$ cat src/rtl/uart_tx_arb_pkg.sv
// Shared constants and state encoding for the UART transmit arbiter.
package uart_tx_arb_pkg;

  typedef enum logic {
    ST_IDLE = 1'b0,
    ST_SEND = 1'b1
  } state_e;

  localparam int DEFAULT_NUM_REQ = 4;
  localparam int DEFAULT_TIMEOUT = 65535;
  localparam int CNT_W           = 16;

endpackage

$ cat src/rtl/uart_tx_arb_rr_pick.sv
// Combinational round-robin picker: search starts just after last_grant_i
// and wraps, so the previous owner has the lowest priority.
module rr_pick #(
  parameter int NUM_REQ = 4,
  parameter int GW      = $clog2(NUM_REQ)
) (
  input  logic [NUM_REQ-1:0] req_i,
  input  logic [GW-1:0]      last_grant_i,
  output logic [GW-1:0]      winner_o,
  output logic               any_valid_o
);

  localparam int SW = GW + 1;

  logic [SW-1:0] cand;

  always_comb begin
    // NOTE: every variable written here gets a default first, so no path can infer a latch.
    winner_o    = '0;
    any_valid_o = |req_i;
    cand        = '0;
    // Walk from the farthest offset down so the nearest valid candidate is written last.
    for (int off = NUM_REQ; off >= 1; off--) begin
      cand = SW'(last_grant_i) + SW'(off);
      if (cand >= SW'(NUM_REQ)) begin
        cand = cand - SW'(NUM_REQ);
      end
      if (req_i[cand[GW-1:0]]) begin
        winner_o = cand[GW-1:0];
      end
    end
  end

endmodule

$ cat src/rtl/uart_tx_arb.sv
// Packet-locked round-robin arbiter feeding one UART transmitter from NUM_REQ
// byte requesters, with an idle-while-locked force release.
module uart_tx_arb
  import uart_tx_arb_pkg::*;
#(
  parameter int NUM_REQ = DEFAULT_NUM_REQ,
  parameter int TIMEOUT = DEFAULT_TIMEOUT
) (
  input  logic                       clk,
  input  logic                       reset,
  input  logic [NUM_REQ-1:0]         req_valid,
  input  logic [8*NUM_REQ-1:0]       req_data,
  input  logic [NUM_REQ-1:0]         req_last,
  output logic [NUM_REQ-1:0]         req_ready,
  output logic                       tx_req,
  output logic [7:0]                 tx_data,
  input  logic                       tx_ready,
  output logic                       busy,
  output logic [$clog2(NUM_REQ)-1:0] grant_id,
  output logic                       timeout_pulse
);

  localparam int GW = $clog2(NUM_REQ);

  state_e           state_q, state_d;
  logic [GW-1:0]    grant_q, grant_d;
  logic [GW-1:0]    last_q, last_d;
  logic [CNT_W-1:0] cnt_q, cnt_d;
  logic             tpulse_q, tpulse_d;

  logic [GW-1:0]    winner;
  logic             any_valid;
  logic             owner_valid;
  logic             accept;
  logic             timeout_hit;

  rr_pick #(
    .NUM_REQ (NUM_REQ)
  ) u_pick (
    .req_i        (req_valid),
    .last_grant_i (last_q),
    .winner_o     (winner),
    .any_valid_o  (any_valid)
  );

  assign owner_valid = req_valid[grant_q];
  // A tx_ready with the owner's valid low is not an acceptance.
  assign accept      = (state_q == ST_SEND) && tx_ready && owner_valid;
  assign timeout_hit = (state_q == ST_SEND) && (cnt_q == CNT_W'(TIMEOUT));

  always_ff @(posedge clk) begin
    // NOTE: sequential state uses non-blocking assignments so every register sees pre-edge values.
    if (reset) begin
      state_q  <= ST_IDLE;
      grant_q  <= '0;
      last_q   <= GW'(NUM_REQ - 1);
      cnt_q    <= '0;
      tpulse_q <= 1'b0;
    end else begin
      state_q  <= state_d;
      grant_q  <= grant_d;
      last_q   <= last_d;
      cnt_q    <= cnt_d;
      tpulse_q <= tpulse_d;
    end
  end

  always_comb begin
    state_d  = state_q;
    grant_d  = grant_q;
    last_d   = last_q;
    cnt_d    = cnt_q;
    tpulse_d = 1'b0;
    case (state_q)
      ST_IDLE: begin
        cnt_d = '0;
        if (any_valid) begin
          grant_d = winner;
          state_d = ST_SEND;
        end
      end
      ST_SEND: begin
        // Acceptance outranks a coincident timeout.
        if (accept) begin
          cnt_d = '0;
          if (req_last[grant_q]) begin
            state_d = ST_IDLE;
            last_d  = grant_q;
          end
        end else if (timeout_hit) begin
          state_d  = ST_IDLE;
          last_d   = grant_q;
          cnt_d    = '0;
          tpulse_d = 1'b1;
        end else if (owner_valid) begin
          cnt_d = '0;
        end else begin
          cnt_d = cnt_q + CNT_W'(1);
        end
      end
      default: state_d = ST_IDLE;
    endcase
  end

  always_comb begin
    tx_req    = 1'b0;
    tx_data   = 8'h00;
    req_ready = '0;
    if (state_q == ST_SEND) begin
      tx_req             = owner_valid;
      tx_data            = req_data[{grant_q, 3'b000} +: 8];
      req_ready[grant_q] = accept;
    end
  end

  assign busy          = (state_q == ST_SEND);
  assign grant_id      = grant_q;
  assign timeout_pulse = tpulse_q;

endmodule

$ cat config.mk
export PLATFORM = sky130hd
export DESIGN_NAME = uart_tx_arb
export DESIGN_NICKNAME = d
export VERILOG_FILES = /design/src/rtl/uart_tx_arb_pkg.sv /design/src/rtl/uart_tx_arb_rr_pick.sv /design/src/rtl/uart_tx_arb.sv
export SDC_FILE = /design/constraint.sdc
export NUM_CORES = 1
export LEC_CHECK = 0
export ABC_AREA = 1
export CAP_MARGIN = 0
export CORE_MARGIN = 10
export CORE_UTILIZATION = 44
export CTS_CLUSTER_DIAMETER = 120
export DETAILED_ROUTE_END_ITERATION = 6
export HOLD_SLACK_MARGIN = 0.03
export PLACE_DENSITY = 0.8
export SKIP_CTS_REPAIR_TIMING = 1
export SLEW_MARGIN = 20
export SYNTH_ARGS = -nofsm -noshare
export SYNTH_HDL_FRONTEND = slang
export SYNTH_SLANG_ARGS = --single-unit
$ cat constraint.sdc
create_clock -name clk -period 2 [get_ports clk]
set_input_delay 0.5 -clock clk [delete_from_list [all_inputs] [get_ports clk]]
set_output_delay 0.5 -clock clk [all_outputs]
set_load 0.02 [all_outputs]
==> results of run 1 <==
==> layer usage <==
metal / routed length (um) / part of all wire, %
met1: 2300 / 45
met4: 40 / 0.78
met5: 0 / 0
met2: 2220 / 43
met3: 561 / 11
==> worst min path at each step <==
stage | startpoint | end | slack [ns] | cells past startpoint
2_1_floorplan | cnt_q[0] | cnt_q[0] | 0.43 | 1
6_report | cnt_q[0] | cnt_q[0] | 0.47 | 1
4_1_cts | cnt_q[0] | cnt_q[0] | 0.48 | 1
3_3_place_gp | cnt_q[0] | cnt_q[0] | 0.44 | 1
3_5_place_dp | cnt_q[0] | cnt_q[0] | 0.45 | 1
5_1_grt | cnt_q[0] | cnt_q[0] | 0.50 | 1
==> stage by stage <==
step / area (um^2) / hold WS [ns] / worst slack [ns]
3_3_place_gp: 2420 / 0.442 / -0.667
5_1_grt: 2590 / 0.502 / -0.0879
6_report: 2590 / 0.472 / -0.0536
2_1_floorplan: 1570 / 0.427 / 0.0344
3_5_place_dp: 2420 / 0.451 / -0.750
4_1_cts: 2480 / 0.481 / -0.766
==> layout make-up <==
class / count / area (um^2)
Clock buffer: 3 / 22.5
Clock inverter: 1 / 30.0
Fill cell: 258 / 797
Inverter: 30 / 123
Multi-Input combinational cell: 182 / 1080
Sequential cell: 22 / 448
Tap cell: 46 / 57.6
Timing Repair Buffer: 89 / 832
==> power by group through the flow <==
stage,clock network [uW],logic [uW],registers [uW]
5_1_grt,363,708,481
4_1_cts,350,600,471
6_report,345,653,478
3_3_place_gp,0,590,481
3_5_place_dp,0,597,481
2_1_floorplan,0,276,487
==> worst max-delay path: cells and delay by family <==
family	cells	cell delay [ns]
buf+inv	2	0.69
simple gates	4	0.35
==> state kept, by name, indices dropped and copies added (netlist names) <==
register and flops:
last_q 2, busy 1, timeout_pulse 1, cnt_q 16, grant_id 2
==> cell usage in the layout, fill, tap and decap left out, drive strengths merged, types with 2 or more instances in the layout <==
cell	netlist	routed
a21oi	14	14
nor3	5	5
clkinv	2	2
clkbuf	1	3
nand4	3	3
o21ai	6	6
xnor2	4	4
dfxtp	22	22
a22oi	16	16
buf	2	43
xor2	6	6
nor2	30	30
a31oi	3	3
dlymetal6s2s	0	3
clkdlybuf4s50	0	43
nand2	76	76
inv	28	28
nand3	15	15
==> cells by family after synthesis <==
logic type,after synthesis,synth area share (%)
AO/OA/AOI/OAI,41,16.6
XOR/XNOR,10,5.60
adder cells (fa/ha/maj),1,0.801
buffers and inverters,33,8.65
flip-flops,22,28.2
AND/OR/NAND/NOR,130,40.2
==> results.cfg, run 1 <==
[global_routing]
grt_usage_pct = 15.6
grt_max_degree = 15
grt.busiest_layer = met2
grt_antenna_before_repair = 0
use_met2_pct = 24.7
met1_usage_pct = 20.9
grt_pass1_vias = 1704
use_met3_pct = 3.49
grt-ovfl-total = 0
grt_first_pass_wirelength_um = 8110

[power_and_ir_drop]
comb_power_share_pct = 44.2
vdd_ir_drop_max_v = 0.000455
internal-power_uw = 985
p_sw_uw = 491
p_sw_share_pct = 33.3
power.leakage_uw = 0.00119
pwr-share-seq_pct = 32.4
clkPwrFrac_pct = 23.4
p_per_area_nw_per_um2 = 569
power.total_uw = 1480

[critical_path]
reg2reg_depth = 10
cp-end-kind = output port
slowest_stage = clkdlybuf4s50_1
crit_type = in -> out
reg2reg_slack_ns = 0.27
path_max_fanout = 5
rr_startpoint = cnt_q[0]
max_stage_delay_ns = 0.53
crit_path_start = req_valid[2]
crit_top_cell = nand2_4
crit_end = req_ready[1]
cp.arrival_ns = 1.55
timing.rr.end = cnt_q[8]
startpoint_type = input port
path_cells = clkdlybuf4s50_1, nand2_4, nand3_4, nand2_4, nor3_2, buf_4
required_ns = 1.50

[sta]
max_slew_margin_pct = 69.7
fin_skew_ns = 0.00936
setup_ws_ns = -0.0536
finalCritPeriodShare_pct = 103
fmax_ghz = 0.487
worstMarginPinSlew_ns = 0.455
finalSetupTns_ns = -0.210
rsz0062_at_grt = yes
maxSlewViolCount = 0
hold_violations = 0
report.final.setup_viol = 10
period_minus_slack_ns = 2.05

[outcome]
outcome = finished with violations
violations = setup timing

[route]
vias = 1848
dr.first_iter.drc_count = 74
vias_per_cell = 4.95
drc = 0
routedWlPerCell_um = 13.7
first_pass_iters = 4
wl_um = 5130
antenna_left = 0

[floorplanning]
die_area_um2 = 6340
core_um2 = 3390
ioPinCount = 60
die_h_um = 79.6
rows = 21
initial_core_util_pct = 46.1
die_w_um = 79.6

[logic_synthesis]
synth_ff_type = dfxtp_1
synth_fp_nets = 281
syn_area_um2 = 1560
ys_seq_area_share_pct = 28.2
ys_top_cells_by_area = dfxtp_1 28%, nand2_1 16%, a22oi_1 7.7%, inv_1 5.3%, nor2_2 4.8%
synth_top_area_share_pct = 28.2
avgSynthCellArea_um2 = 6.59
synthTopCellsByCount = 68 x nand2_1, 22 x dfxtp_1, 22 x inv_1
syn_inst = 237
synthArstFlopShare_pct = 0
ys.warnings.count = 0
ys_ff_latch = 22
synthMostInstantiatedCell = nand2_1
synth_top_area_cell = dfxtp_1
yosys.cell_types.count = 30
synth-edff-count = 0

[clocking]
clock_sinks = 22
htreeDepth = 1
clock_latency_ns = 0.32
numCtsBuffers = 3
clk_path_buf_depth = 2
cts-root-buf = clkbuf_4
tritoncts = built
clk_pin_slew_worst_paths_ns = 0.13

[placement]
gp_congestion = 0.855
numPortBuffers = 59
place.detailed.hpwl_um = 4140
post-place-cells = 366

[cells_and_area]
syn_to_final_growth_pct = 65.9
drive_gt1_share_pct = 30.6
nets = 372
fin_util_pct = 76.5
antenna_cells = 0
instances_no_fill = 373

[job]
drv_cap = 0

[worst_hold_path]
hold_path.class = reg -> reg
No activity file was read; power rests on OpenSTA's default activity.
==> run 2, diff against run 1 <==
- MAX_ROUTING_LAYER: not set -> met4
==> run 2 against run 1 <==
Compared with the run above: the run still ends with setup timing left; register-to-register slack is essentially flat; cell count grew 0.27%; sequential cell count is the same; critical path depth grew 4; setup slack lost 0.021 ns; first-iteration DRC count shrank 5.4%; clock power shrank 29%; non-clock buffer count grew 1; critical endpoint is now req_ready[3].
==> results.cfg, run 2 (same netlist as run 1, synthesis figures left out) <==
[outcome]
outcome = finished with violations
violations = setup timing

[cells_and_area]
antenna_cells = 0
top_register = cnt_q
layout_common_cells = 67 x nand2_1, 42 x clkdlybuf4s50_1, 37 x buf_4
nets = 373
nFillCells = 264
syn_to_final_growth_pct = 62.4
drive_gt1_share_pct = 28.0
multiInputGateArea_um2 = 1050
final_common_cell = nand2_1
largest_register_ffs = 16
ff_latch_area_um2 = 445

[power_and_ir_drop]
power.total_uw = 1350
p_sw_share_pct = 34.9
p_sw_uw = 471
clkPwrFrac_pct = 18.1
power.leakage_uw = 0.00118
comb_power_share_pct = 46.8
internal-power_uw = 877
pwr-share-seq_pct = 35.0
vdd_ir_drop_max_v = 0.000391
p_per_area_nw_per_um2 = 531

[floorplanning]
die_w_um = 79.6
rows = 21
ioPinCount = 60
initial_core_util_pct = 46.1
die_h_um = 79.6
core_um2 = 3390
die_area_um2 = 6340

[sta]
maxSlewViolCount = 0
max_slew_margin_pct = 68.8
setup_ws_ns = -0.0745
hold_violations = 0
timing.hold.ws_ns = 0.468
worstMarginPinSlew_ns = 0.468
fin_skew_ns = 0.00243
finalCritPeriodShare_pct = 104
period_minus_slack_ns = 2.07
rsz0062_at_grt = yes
report.final.setup_viol = 9
fmax_ghz = 0.482

[critical_path]
path_max_fanout = 5
startpoint_type = flop
max_stage_delay_ns = 0.38
path_cells = buf_6, inv_4, nand2_4, o22ai_4, inv_4, nand3_4, nand2_4, buf_4, nor2_4, buf_6
crit_type = reg -> out
required_ns = 1.50
cp-end-kind = output port
cp.arrival_ns = 1.57
slowest_stage = dfxtp_4
critPathTopFamily = buffers and inverters
cp_num_buf_inv = 5

[placement]
gp_congestion = 0.948
place.detailed.hpwl_um = 4150
dp_slack_ns = -0.737
numPortBuffers = 59

[route]
wl_um = 5110
dr.first_iter.drc_count = 70
first_pass_iters = 4
vias = 1843
drc = 0
routedWlPerCell_um = 13.7
vias_per_cell = 4.93
antenna_left = 0

[global_routing]
grt_pass1_vias = 1695
grt-ovfl-total = 0
grt_antenna_before_repair = 0
grt_first_pass_wirelength_um = 8070
grt_max_degree = 15
grt_usage_pct = 15.8

[clocking]
cts-root-buf = clkbuf_4
numCtsBuffers = 3
clock_sinks = 22
clock_latency_ns = 0.31
clk_path_buf_depth = 2
tritoncts = built
clk_pin_slew_worst_paths_ns = 0.12
htreeDepth = 1

[worst_hold_path]
hold_path.class = reg -> reg

[job]
drv_cap = 0
==> run 2: cell count changes in the layout (fill, tap and decap cells not counted), sizes merged <==
cell and delta:
clkbuf +2, bufinv -1, clkdlybuf4s50 -1, clkinv -1, dlymetal6s2s +1, inv +1
==> run 2: per-layer routing <==
metal / up-vias / GRT usage (%) / routed length (um)
li1: 956 / - / -
met1: 803 / 21.4 / 2290
met2: 79 / 23.1 / 2140
met3: 5 / 3.60 / 648
met4: 0 / 3.23 / 38
met5: - / - / 0
==> run 2: power groups by stage <==
stage	clock (uW)	sequential (uW)	combinational [uW]
after floorplan	0	487	276
after global placement	0	479	599
after detailed placement	0	479	602
after CTS	257	470	605
after global routing	269	475	681
final	244	472	632
==> run 2: area by class of cell <==
type / instances / share of cell area (%)
timing repair buffer: 90 / 32.5
tap: 46 / 2.27
sequential: 22 / 17.5
inverter: 30 / 4.78
multi-input combinational: 182 / 41.4
clock buffer: 4 / 1.43
==> run 2: path summary, 6_finish.rpt <==
path	start	endpoint	slack, ns	cells after the start
setup / recovery	grant_id[1]	req_ready[3]	-0.07	10
hold / removal	cnt_q[0]	cnt_q[0]	0.47	1
setup reg to reg	cnt_q[0]	cnt_q[8]	0.28	10
hold reg to reg	cnt_q[0]	cnt_q[0]	0.47	1
==> run 2: metrics by stage <==
step                      std cells  utilization (%)  setup TNS, ns  area (um^2)
final                           374             74.9         -0.342         2540
after global routing            374             74.9          -1.11         2540
after CTS                       372             73.0          -7.78         2470
after detailed placement        368             71.9          -6.83         2440
after global placement          368             71.9          -5.77         2440
after floorplan                 237                -              0         1570
==> run 3, diff against run 2 <==
- CORE_MARGIN: 10 -> 5
- CTS_CLUSTER_SIZE: not set -> 8
==> run 3 against run 2 <==
Compared with the run above: the run still ends with setup timing left; first-iteration DRC count is 93% higher; cell count is 1.9% higher; critical endpoint is now req_ready[1]; clock skew is 0.0016 ns lower; sequential power is 1% higher; critical path depth is 2 lower; routed wire length is 8.8% higher; power is 6.2% higher; via count is 5.2% higher; combinational power is 12% higher; register-to-register slack hardly changed; fmax is 2.5% lower.
==> results.cfg, run 3 (same netlist as run 1, synthesis figures left out) <==
[outcome]
outcome = finished with violations
violations = setup timing

[placement]
place.detailed.hpwl_um = 3950
numPortBuffers = 59
dpl_cell_area_um2 = 2430
gp_congestion = 0.927

[clocking]
clock_latency_ns = 0.31
cts-root-buf = clkbuf_4
clock_sinks = 22
clk_path_buf_depth = 2
htreeDepth = 1
numCtsBuffers = 3
tritoncts = built
clk_pin_slew_worst_paths_ns = 0.11

[route]
vias_per_cell = 5.09
wl_um = 5560
drc = 0
routedWlPerCell_um = 14.6
dr.first_iter.drc_count = 135
first_pass_iters = 4
vias = 1938
antenna_left = 0

[cells_and_area]
drive_gt1_share_pct = 32.8
largest_register_ffs = 16
nets = 380
layout_common_cells = 67 x nand2_1, 42 x clkdlybuf4s50_1, 38 x buf_4
syn_to_final_growth_pct = 70.9
final_area_um2 = 2670
top_register = cnt_q
antenna_cells = 0
final_common_cell = nand2_1

[floorplanning]
ioPinCount = 60
die_area_um2 = 4840
die_h_um = 69.6
core_um2 = 3390
die_w_um = 69.6
rows = 21
initial_core_util_pct = 46.1

[sta]
maxSlewViolCount = 0
fmax_ghz = 0.470
report.final.setup_viol = 12
max_slew_margin_pct = 65.7
hold_violations = 0
fin_skew_ns = 0.000814
finalCritPeriodShare_pct = 106
worstMarginPinSlew_ns = 0.514
setup_ws_ns = -0.127
period_minus_slack_ns = 2.13
rsz0062_at_grt = yes

[critical_path]
crit_type = reg -> out
crit_path_start = grant_id[0]
rr_startpoint = busy
required_ns = 1.50
startpoint_type = flop
path_max_fanout = 5
cp.arrival_ns = 1.63
cp-end-kind = output port

[job]
drv_cap = 0

[power_and_ir_drop]
p_sw_uw = 515
clkPwrFrac_pct = 17.0
vdd_ir_drop_max_v = 0.000450
power.leakage_uw = 0.00124
internal-power_uw = 917
p_per_area_nw_per_um2 = 536
pwr-share-seq_pct = 33.4
power.total_uw = 1430
comb_power_share_pct = 49.6
p_sw_share_pct = 36.0

[global_routing]
grt-ovfl-total = 0
grt_first_pass_wirelength_um = 8070
grt_antenna_before_repair = 0
grt_usage_pct = 20.7
grt_max_degree = 15
grt_pass1_vias = 1795

[worst_hold_path]
worstHoldStart = cnt_q[0]
hold_path.class = reg -> reg
run 3: changes by cell type in the layout (fill, tap and decap cells not counted), moves of 2 or more:
cell,change
buf_6,+9
a21oi_1,-6
a21oi_2,+6
a22oi_1,-4
a22oi_2,+4
inv_4,-3
buf_2,-2
clkinv_2,+2
run 3: worst paths after layout:
kind,cells past startpoint,end,slack (ns)
max reg2reg,8,cnt_q[2],0.29
min reg2reg,1,cnt_q[0],0.47
max,8,req_ready[1],-0.13
min,1,cnt_q[0],0.47
run 3: per-stage QoR:
step	worst slack, ns	hold slack [ns]	TNS, ns	std cells	util, %
after floorplan	0.0344	0.427	0	237	-
after global placement	-0.664	0.438	-5.86	368	71.6
after detailed placement	-0.748	0.447	-6.32	368	71.6
after CTS	-0.757	0.471	-8.43	372	72.6
after global routing	-0.201	0.487	-1.58	381	78.8
final	-0.127	0.465	-0.771	381	78.8
run 3: area by class of cell:
| type | count | area [um^2] |
|---|---|---|
| Fill cell | 238 | 719 |
| Sequential cell | 22 | 448 |
| Timing Repair inverter | 1 | 5.00 |
| Multi-Input combinational cell | 182 | 1100 |
| Tap cell | 46 | 57.6 |
| Timing Repair Buffer | 96 | 900 |
| Clock buffer | 4 | 36.3 |
| Inverter | 30 | 125 |
run 3: per-layer routing:
metal / global-route usage, % / part of all wire [%] / wire [um] / up-vias
li1: - / - / - / 970
met3: 4.20 / 7.9 / 442 / 19
met2: 33.6 / 46 / 2580 / 99
met5: - / 0 / 0 / -
met1: 24.0 / 42 / 2320 / 850
met4: 10.8 / 4.0 / 224 / 0
run 3: power by group through the flow:
stage / logic (uW) / registers [uW] / clock network [uW]
after floorplan: 276 / 487 / 0
after global placement: 586 / 482 / 0
after detailed placement: 592 / 482 / 0
after CTS: 595 / 472 / 247
after global routing: 759 / 482 / 263
final: 710 / 478 / 243
run 3: critical path, stage by stage, from the launching register on:
cell and delay (ns):
dfxtp_4 0.39, inv_6 0.08, nand2_2 0.08, o22ai_2 0.13
clkinv_2 0.12, nand3_4 0.09, nand2_4 0.09, nor3_4 0.20
buf_6 0.14
